File: config.mk
export PLATFORM = sky130hd
export DESIGN_NAME = mem_port_arbiter
export DESIGN_NICKNAME = d
export VERILOG_FILES = /design/src/rtl/mem_port_arbiter.sv
export SDC_FILE = /design/constraint.sdc
export NUM_CORES = 1
export LEC_CHECK = 0
export ABC_AREA = 1
export CAP_MARGIN = 40
export CELL_PAD_IN_SITES_DETAIL_PLACEMENT = 1
export CELL_PAD_IN_SITES_GLOBAL_PLACEMENT = 1
export CORE_AREA = 2 2 120 122
export DETAILED_ROUTE_END_ITERATION = 10
export DIE_AREA = 0 0 122 124
export PLACE_DENSITY_LB_ADDON = 0.1
export SLEW_MARGIN = 5
export SYNTH_ARGS = -nofsm -noshare
export SYNTH_HDL_FRONTEND = slang
export SYNTH_SLANG_ARGS = --single-unit
File: constraint.sdc
create_clock -name clk -period 1.45 [get_ports clk]
set_input_delay 0.29 -clock clk [delete_from_list [all_inputs] [get_ports clk]]
set_output_delay 0.29 -clock clk [all_outputs]
set_load 0.005 [all_outputs]
File: src/rtl/mem_port_arbiter.sv
// Arbitrates a single data-memory port between the core MEM stage and an external loader/debug port.
// Optional starvation guard enabled by defining ARB_STARVE_GUARD_EN.
module mem_port_arbiter #(
  parameter int DM_ADDRESS   = 9,
  parameter int DATA_W       = 32,
  parameter int STARVE_LIMIT = 8
) (
  input  logic                  clk,
  input  logic                  reset,
  input  logic                  core_rd,
  input  logic                  core_wr,
  input  logic [DM_ADDRESS-1:0] core_addr,
  input  logic [DATA_W-1:0]     core_wdata,
  input  logic [2:0]            core_funct3,
  output logic [DATA_W-1:0]     core_rdata,
  output logic                  core_stall,
  input  logic                  ext_valid,
  input  logic                  ext_we,
  input  logic [DM_ADDRESS-1:0] ext_addr,
  input  logic [DATA_W-1:0]     ext_wdata,
  output logic                  ext_ready,
  output logic [DATA_W-1:0]     ext_rdata,
  output logic                  ext_rvalid,
  output logic                  mem_rd,
  output logic                  mem_wr,
  output logic [DM_ADDRESS-1:0] mem_addr,
  output logic [DATA_W-1:0]     mem_wdata,
  output logic [2:0]            mem_funct3,
  input  logic [DATA_W-1:0]     mem_rdata
);

  if (STARVE_LIMIT < 1) begin : g_bad_limit
    $error("STARVE_LIMIT must be at least 1");
  end

  logic core_req;
  logic core_grant;
  logic ext_grant;
  logic stall;

  assign core_req = core_rd | core_wr;

`ifdef ARB_STARVE_GUARD_EN
  typedef enum logic {NORMAL, FORCE} state_t;

  localparam int CNT_W = $clog2(STARVE_LIMIT) + 1;
  localparam logic [CNT_W-1:0] CNT_TRIP = CNT_W'(STARVE_LIMIT - 1);

  state_t           state, state_nxt;
  logic [CNT_W-1:0] wait_cnt, wait_cnt_nxt;

  always_ff @(posedge clk) begin
    if (reset) begin
      state    <= NORMAL;
      wait_cnt <= '0;
    end else begin
      state    <= state_nxt;
      wait_cnt <= wait_cnt_nxt;
    end
  end

  always_comb begin
    state_nxt    = state;
    wait_cnt_nxt = wait_cnt;
    core_grant   = 1'b0;
    ext_grant    = 1'b0;
    stall        = 1'b0;
    case (state)
      NORMAL: begin
        if (core_req) begin
          core_grant = 1'b1;
          if (ext_valid) begin
            wait_cnt_nxt = wait_cnt + 1'b1;
            if (wait_cnt == CNT_TRIP) state_nxt = FORCE;
          end else begin
            wait_cnt_nxt = '0;
          end
        end else begin
          ext_grant    = ext_valid;
          wait_cnt_nxt = '0;
        end
      end
      FORCE: begin
        // Forced slot: ext takes the port and the core is frozen for this one cycle.
        state_nxt    = NORMAL;
        wait_cnt_nxt = '0;
        if (ext_valid) begin
          ext_grant = 1'b1;
          stall     = 1'b1;
        end
      end
      default: begin
        state_nxt    = NORMAL;
        wait_cnt_nxt = '0;
      end
    endcase
  end
`else
  always_comb begin
    core_grant = core_req;
    ext_grant  = ~core_req & ext_valid;
    stall      = 1'b0;
  end
`endif

  always_comb begin
    mem_rd     = 1'b0;
    mem_wr     = 1'b0;
    mem_addr   = '0;
    mem_wdata  = '0;
    mem_funct3 = 3'b000;
    if (core_grant) begin
      mem_rd     = core_rd;
      mem_wr     = core_wr;
      mem_addr   = core_addr;
      mem_wdata  = core_wdata;
      mem_funct3 = core_funct3;
    end else if (ext_grant) begin
      mem_rd     = ~ext_we;
      mem_wr     = ext_we;
      mem_addr   = ext_addr;
      mem_wdata  = ext_wdata;
      mem_funct3 = 3'b010;
    end
  end

  assign core_rdata = mem_rdata;
  assign core_stall = stall;
  assign ext_ready  = ext_grant;

  // p0 -> p1: capture ext read data one cycle after acceptance
  logic              vld_p0;
  logic              vld_p1;
  logic [DATA_W-1:0] ext_rdata_p1;

  assign vld_p0 = ext_grant & ~ext_we;

  always_ff @(posedge clk) begin
    if (reset) begin
      vld_p1       <= 1'b0;
      ext_rdata_p1 <= '0;
    end else begin
      vld_p1 <= vld_p0;
      if (vld_p0) ext_rdata_p1 <= mem_rdata;
    end
  end

  assign ext_rvalid = vld_p1;
  assign ext_rdata  = ext_rdata_p1;

endmodule

==> results of run 1 <==
## repair_timing
action                     in CTS  in global routing
gates resized for setup       266                 37
pin swaps                       3                  3
cloned                          4                  0
setup endpoints to repair     117                 53
buffers inserted               18                  2
## sequential cells by signal, indices dropped and copies added (netlist names)
signal / flops
ext_rdata: 32
ext_rvalid: 1
## cell usage in the layout (no fill, tap or decap), types with 20 or more instances in the layout
cell	instances
clkdlybuf4s50_1	132
dlygate4sd2_1	37
o21ai_0	39
buf_2	41
buf_4	44
nand4_1	32
inv_1	100
dfxtp_1	33
nor2_1	35
nand2_2	20
nand2_1	128
## cell type report
cell class                 count  share of cell area [%]
clock buffer                   7                    2.63
tap                          180                    4.15
timing repair buffer         298                    51.1
multi-input combinational    262                    22.3
inverter                     102                    7.17
sequential                    33                    12.2
clock inverter                 1                   0.554
## final timing paths
check	from	to	slack (ps)	depth (start not counted)
worst max-delay path	core_wr	mem_addr[6]	-20	10
worst min-delay path	ext_rdata[19]	ext_rdata[19]	510	4
worst max register to register	ext_rdata[24]	ext_rdata[24]	800	4
worst min register to register	ext_rdata[19]	ext_rdata[19]	510	4
## cells by family (layout without fill, tap and decap cells)
group,after synthesis,in the layout,share of synthesized area (%)
AOI/OAI and AO/OA,43,43,8.46
buffers and inverters,165,408,29.6
DFF,33,33,25.7
other,1,1,0.146
and+or+nand+nor,218,218,36.1
## per-stage QoR
stage / total power, uW / setup WS (ps)
final: 3340 / -20.3
after global routing: 3550 / -79.3
after CTS: 3400 / -64.1
after detailed placement: 2170 / -849
after global placement: 2150 / -856
after floorplan: 1360 / 68.9
## per-layer routing
metal	track usage, %	wire length, um	share of wire [%]	up-vias
li1	-	-	-	1816
met1	17.3	4780	37	1617
met2	31.9	6720	52	142
met3	5.45	1130	8.8	12
met4	4.09	190	1.5	0
met5	0	0	0	-
## tightest hold or removal path, stage by stage (launching register included)
cell and delay (ps):
dfxtp_1 300, inv_1 40, nand2_1 40, inv_1 40, nor2_1 30
## where the power goes
part / switching [uW] / leakage [uW] / total (uW) / internal (uW)
Clock: 395 / 0.0000841 / 1250 / 858
Sequential: 15.6 / 0.000268 / 955 / 940
Combinational: 458 / 0.00261 / 1130 / 676
==> metrics.md, run 1 <==
| Metric | Value |
|---|---|
| Asr flop ratio synth | `0%` |
| Part of the cycle the worst path needs | `101%` |
| CTS H-tree lvls | `2` |
| Filler instances | `1754` |
| Area occupied by multi-input gates | `1210 sq um` |
| Initial Utilization | `18.8%` |
| Number of global-route vias before repair | `3776` |
| Most area-hungry cell type in the Yosys netlist | `dfxtp_1` |
| Final WS setup | `-20.3 ps` |
| Arrival @ worst endpoint | `1180 ps` |
| Unrepaired setup endpoints after global routing | `true` |
| Top-count cell post-synth | `nand2_1` |
| Setup TNS | `-96.2 ps` |
| End-of-flow core utilization | `39.5%` |
| Synthesized instance count | `460` |
| P&R area growth vs syn | `111%` |
| Drt total wl | `12800 um` |
| PD cells | `616 nW/um^2` |
| DP HPWL | `9430 um` |
| Type of the worst setup path | `in -> out` |
| Data required, critical path | `1160 ps` |
| CTS sink count | `33` |
| Failing checks | `setup timing` |
| Kind of cell adding the most delay to the critical path | `buffers and inverters` |
| Design Area, Final | `5430 sq um` |
| Max-cap violations | `0` |
| # placed instances | `855` |
| Syn Area/Cell | `5.59 sq um` |
| Clock Latency Late Sink | `270 ps` |
| Synth area leaders | `dfxtp_1 26%, nand2_1 22%, inv_1 15%, buf_4 9.9%, o21ai_0 8.2%` |
| Slowest cell delay on critical path | `130 ps` |
| Post-placement cell area | `5130 sq um` |
| TritonCTS Buffers | `5` |
| Worst Setup End Kind | `primary output` |
| Leak | `0.00296 uW` |
| Avg WL per Cell | `14.5 um` |
| Buf+Inv Stages, Crit Path | `6` |
| Die height | `124 um` |
| Post-synth top flop | `dfxtp_1` |
| Drt pass-1 iters | `4` |
| CP Cell Sequence | `buf_8 > nor2_8 > nand2_4 > inv_6 > buf_6 > buf_16 > buf_12 > nand2_2 > nand2_1 > buf_2` |
| Root Driver | `clkbuf_16` |
| Antenna Nets Post-Route | `0` |
| Initial antenna violation count | `0` |
| Max VDD drop | `339 uV` |
| Die W | `122 um` |
| Final std cells w/o fill | `883` |
| Register bit count reported by yosys | `33` |
| Hold Crit Class | `reg -> reg` |
| Io pins | `236` |
| Commonest cells post-synth | `149 x nand2_1, 100 x inv_1, 42 x o21ai_0` |
| Fin. Hold Viols | `0` |
| Post-synth EDFFs | `0` |
| Syn Std Cell Area | `2570 sq um` |
| CTS tree | `built` |
| Mapped Nets | `583` |
| Number of max-slew violations in the final report | `0` |
| Grt ovf | `0` |
| Port Buffers | `234` |
| Worst Clk Skew | `0 ps` |
| Fmax | `0.680 GHz` |
| Drt initial violations | `149` |
| Crit path launch type | `primary input` |
| Routability congestion estimate | `0.782` |
| Synth warnings | `0` |
| Clk slew on worst S/H paths | `50 ps` |
| Largest net degree at the start of global routing | `34` |
| CTS Buffer Depth | `2` |
| Min cycle time layout | `1470 ps` |
| Status | `complete, but fails checks` |
| DR vias/cell | `4.06` |
| Netlist cell types | `16` |
| Post-CTS Hold Fix Bufs | `0` |
| Core area | `13700 sq um` |
| Slowest-stage cell, CP | `buf_6` |
| Seq/Total Area, Yosys | `25.7%` |
| Layout cells sized above 1 | `20.5%` |
| Share of the synthesized area in the top cell type | `25.7%` |
| Cell row count | `43` |
| Tot GR Track Use | `16.6%` |
| Residual DRC count | `0` |
| Diodes inserted | `0` |
| Vias post-DR | `3587` |
| Register area | `661 sq um` |
| Die area | `15100 sq um` |
| CP max FO | `4` |
| Final setup viols | `9` |
| Final net count | `825` |
| Hold slack | `506 ps` |
| First-pass GRT wire length | `19500 um` |
No activity file was read; power rests on OpenSTA's default activity.
==> run 2, diff against run 1 <==
--- a/config.mk
+++ b/config.mk
@@ -9,9 +9,10 @@
 export CAP_MARGIN = 40
 export CELL_PAD_IN_SITES_DETAIL_PLACEMENT = 1
 export CELL_PAD_IN_SITES_GLOBAL_PLACEMENT = 1
-export CORE_AREA = 2 2 120 122
+export CORE_AREA = 2 2 143 103
 export DETAILED_ROUTE_END_ITERATION = 10
-export DIE_AREA = 0 0 122 124
+export DIE_AREA = 0 0 145 105
+export GPL_TIMING_DRIVEN = 1
 export PLACE_DENSITY_LB_ADDON = 0.1
 export SLEW_MARGIN = 5
 export SYNTH_ARGS = -nofsm -noshare
==> metrics.md, run 2 (same netlist as run 1, synthesis figures left out) <==
| Metric | Value |
|---|---|
| Psw | `862 uW` |
| Drt total wl | `13000 um` |
| Port Buffers | `234` |
| Failing checks | `setup timing` |
| Max-cap violations | `0` |
| CTS Buffer Depth | `2` |
| Setup TNS | `-41.3 ps` |
| Status | `complete, but fails checks` |
| Filler instances | `1737` |
| Tot GR Track Use | `16.3%` |
| Number of global-route vias before repair | `3807` |
| Clock Latency Late Sink | `270 ps` |
| Avg WL per Cell | `14.7 um` |
| Max reg flops | `32` |
| Drt pass-1 iters | `4` |
| Routability congestion estimate | `0.747` |
| Post-placement cell area | `5160 sq um` |
| TritonCTS Buffers | `5` |
| Sw Share | `26.0%` |
| CP max FO | `5` |
| Fmax | `0.685 GHz` |
| Die area | `15200 sq um` |
| Crit path launch type | `primary input` |
| Clk slew on worst S/H paths | `60 ps` |
| CTS sink count | `33` |
| Number of max-slew violations in the final report | `0` |
| Unrepaired setup endpoints after global routing | `true` |
| Root Driver | `clkbuf_16` |
| Worst Setup End Kind | `primary output` |
| Pint | `2460 uW` |
| CTS tree | `built` |
| Hold slack | `508 ps` |
| DP HPWL | `9930 um` |
| Worst Clk Skew | `0 ps` |
| Hold Crit Class | `reg -> reg` |
| Combinational share of power | `33.6%` |
| PD cells | `619 nW/um^2` |
| Initial Utilization | `18.7%` |
| Most frequent cells in the layout | `130 x clkdlybuf4s50_1, 124 x nand2_1, 100 x inv_1, 43 x buf_4, 41 x o21ai_0` |
| Cell row count | `36` |
| First-pass GRT wire length | `19800 um` |
| Flop pwr share | `28.8%` |
| Total power | `3320 uW` |
| Antenna Nets Post-Route | `0` |
| Grt ovf | `0` |
| Max VDD drop | `363 uV` |
| Arrival @ worst endpoint | `1170 ps` |
| Clock power share | `37.6%` |
| Final setup viols | `6` |
| Part of the cycle the worst path needs | `101%` |
| Residual DRC count | `0` |
| P&R area growth vs syn | `109%` |
| Commonest non-fill, non-tap cell in the layout | `clkdlybuf4s50_1` |
| Design Area, Final | `5370 sq um` |
| Vias post-DR | `3584` |
| Final WS setup | `-9.66 ps` |
| Layout cells sized above 1 | `19.7%` |
| Die height | `105 um` |
| Io pins | `236` |
| Core area | `13700 sq um` |
| Die W | `145 um` |
| Final net count | `814` |
| DR vias/cell | `4.06` |
| Type of the worst setup path | `in -> out` |
| Diodes inserted | `0` |
| Drt initial violations | `89` |
| Largest net degree at the start of global routing | `34` |
| Min cycle time layout | `1460 ps` |
| Post-CTS Hold Fix Bufs | `0` |
| End-of-flow core utilization | `39.1%` |
| Leak | `0.00295 uW` |
| CTS H-tree lvls | `2` |
| Initial antenna violation count | `0` |
| Data required, critical path | `1160 ps` |
| Fin. Hold Viols | `0` |
==> run 2: cell count changes in the layout (fill, tap and decap cells not counted), sizes merged <==
cell	previous run	this run
buf	109	95
clkbuf	9	10
clkdlybuf4s15	3	5
clkdlybuf4s50	132	130
dlymetal6s2s	15	17
==> run 2: what timing repair did <==
| action | 4_1_cts | 5_1_grt |
|---|---|---|
| cloned | 2 | 2 |
| resized for setup | 225 | 67 |
| pin swaps | 2 | 5 |
| setup endpoints to repair | 117 | 71 |
| buffers inserted | 2 | 1 |
==> run 2: area by class of cell <==
type / count / area [sq um] / share of cell area (%)
clock buffer: 7 / 143 / 2.66
clock inverter: 1 / 30.0 / 0.560
inverter: 102 / 389 / 7.25
multi-input combinational: 262 / 1230 / 23.0
sequential: 33 / 662 / 12.3
tap: 190 / 238 / 4.43
timing repair buffer: 287 / 2670 / 49.8
==> run 2: power groups by stage <==
stage          logic, uW  registers [uW]  clock network (uW)
2_1_floorplan        381             977                   0
3_3_place_gp        1190             975                   0
3_5_place_dp        1200             976                   0
4_1_cts             1120             957                1300
5_1_grt             1230             960                1350
6_report            1120             955                1250
==> run 2: per-stage QoR <==
stage	worst slack, ps	instances
global route	-52.2	882
global placement	-899	868
CTS	-135	880
detailed placement	-942	868
floorplan	68.9	460
finish	-9.66	882
==> run 2: critical path, stage by stage <==
cell and delay (ps):
buf_8 110, nor2_8 120, nand2_4 70, inv_6 90
buf_12 130, clkbuf_16 150, nand2_2 40, nand2_1 60
buf_2 110
==> run 2: path summary, 6_finish.rpt <==
check        slack, ps  depth (start not counted)     startpoint       endpoint
max                -10                          9        core_wr   mem_wdata[4]
min reg2reg        510                          4  ext_rdata[17]  ext_rdata[17]
min                510                          4  ext_rdata[17]  ext_rdata[17]
max reg2reg        820                          4  ext_rdata[15]  ext_rdata[15]
==> run 2: metal layers <==
metal | vias up | GRT usage (%) | part of all wire [%]
li1 | 1793 | - | -
met1 | 1645 | 18.2 | 40
met2 | 133 | 29.5 | 50
met3 | 13 | 6.07 | 8.1
met4 | 0 | 4.03 | 1.5
met5 | - | 0 | 0
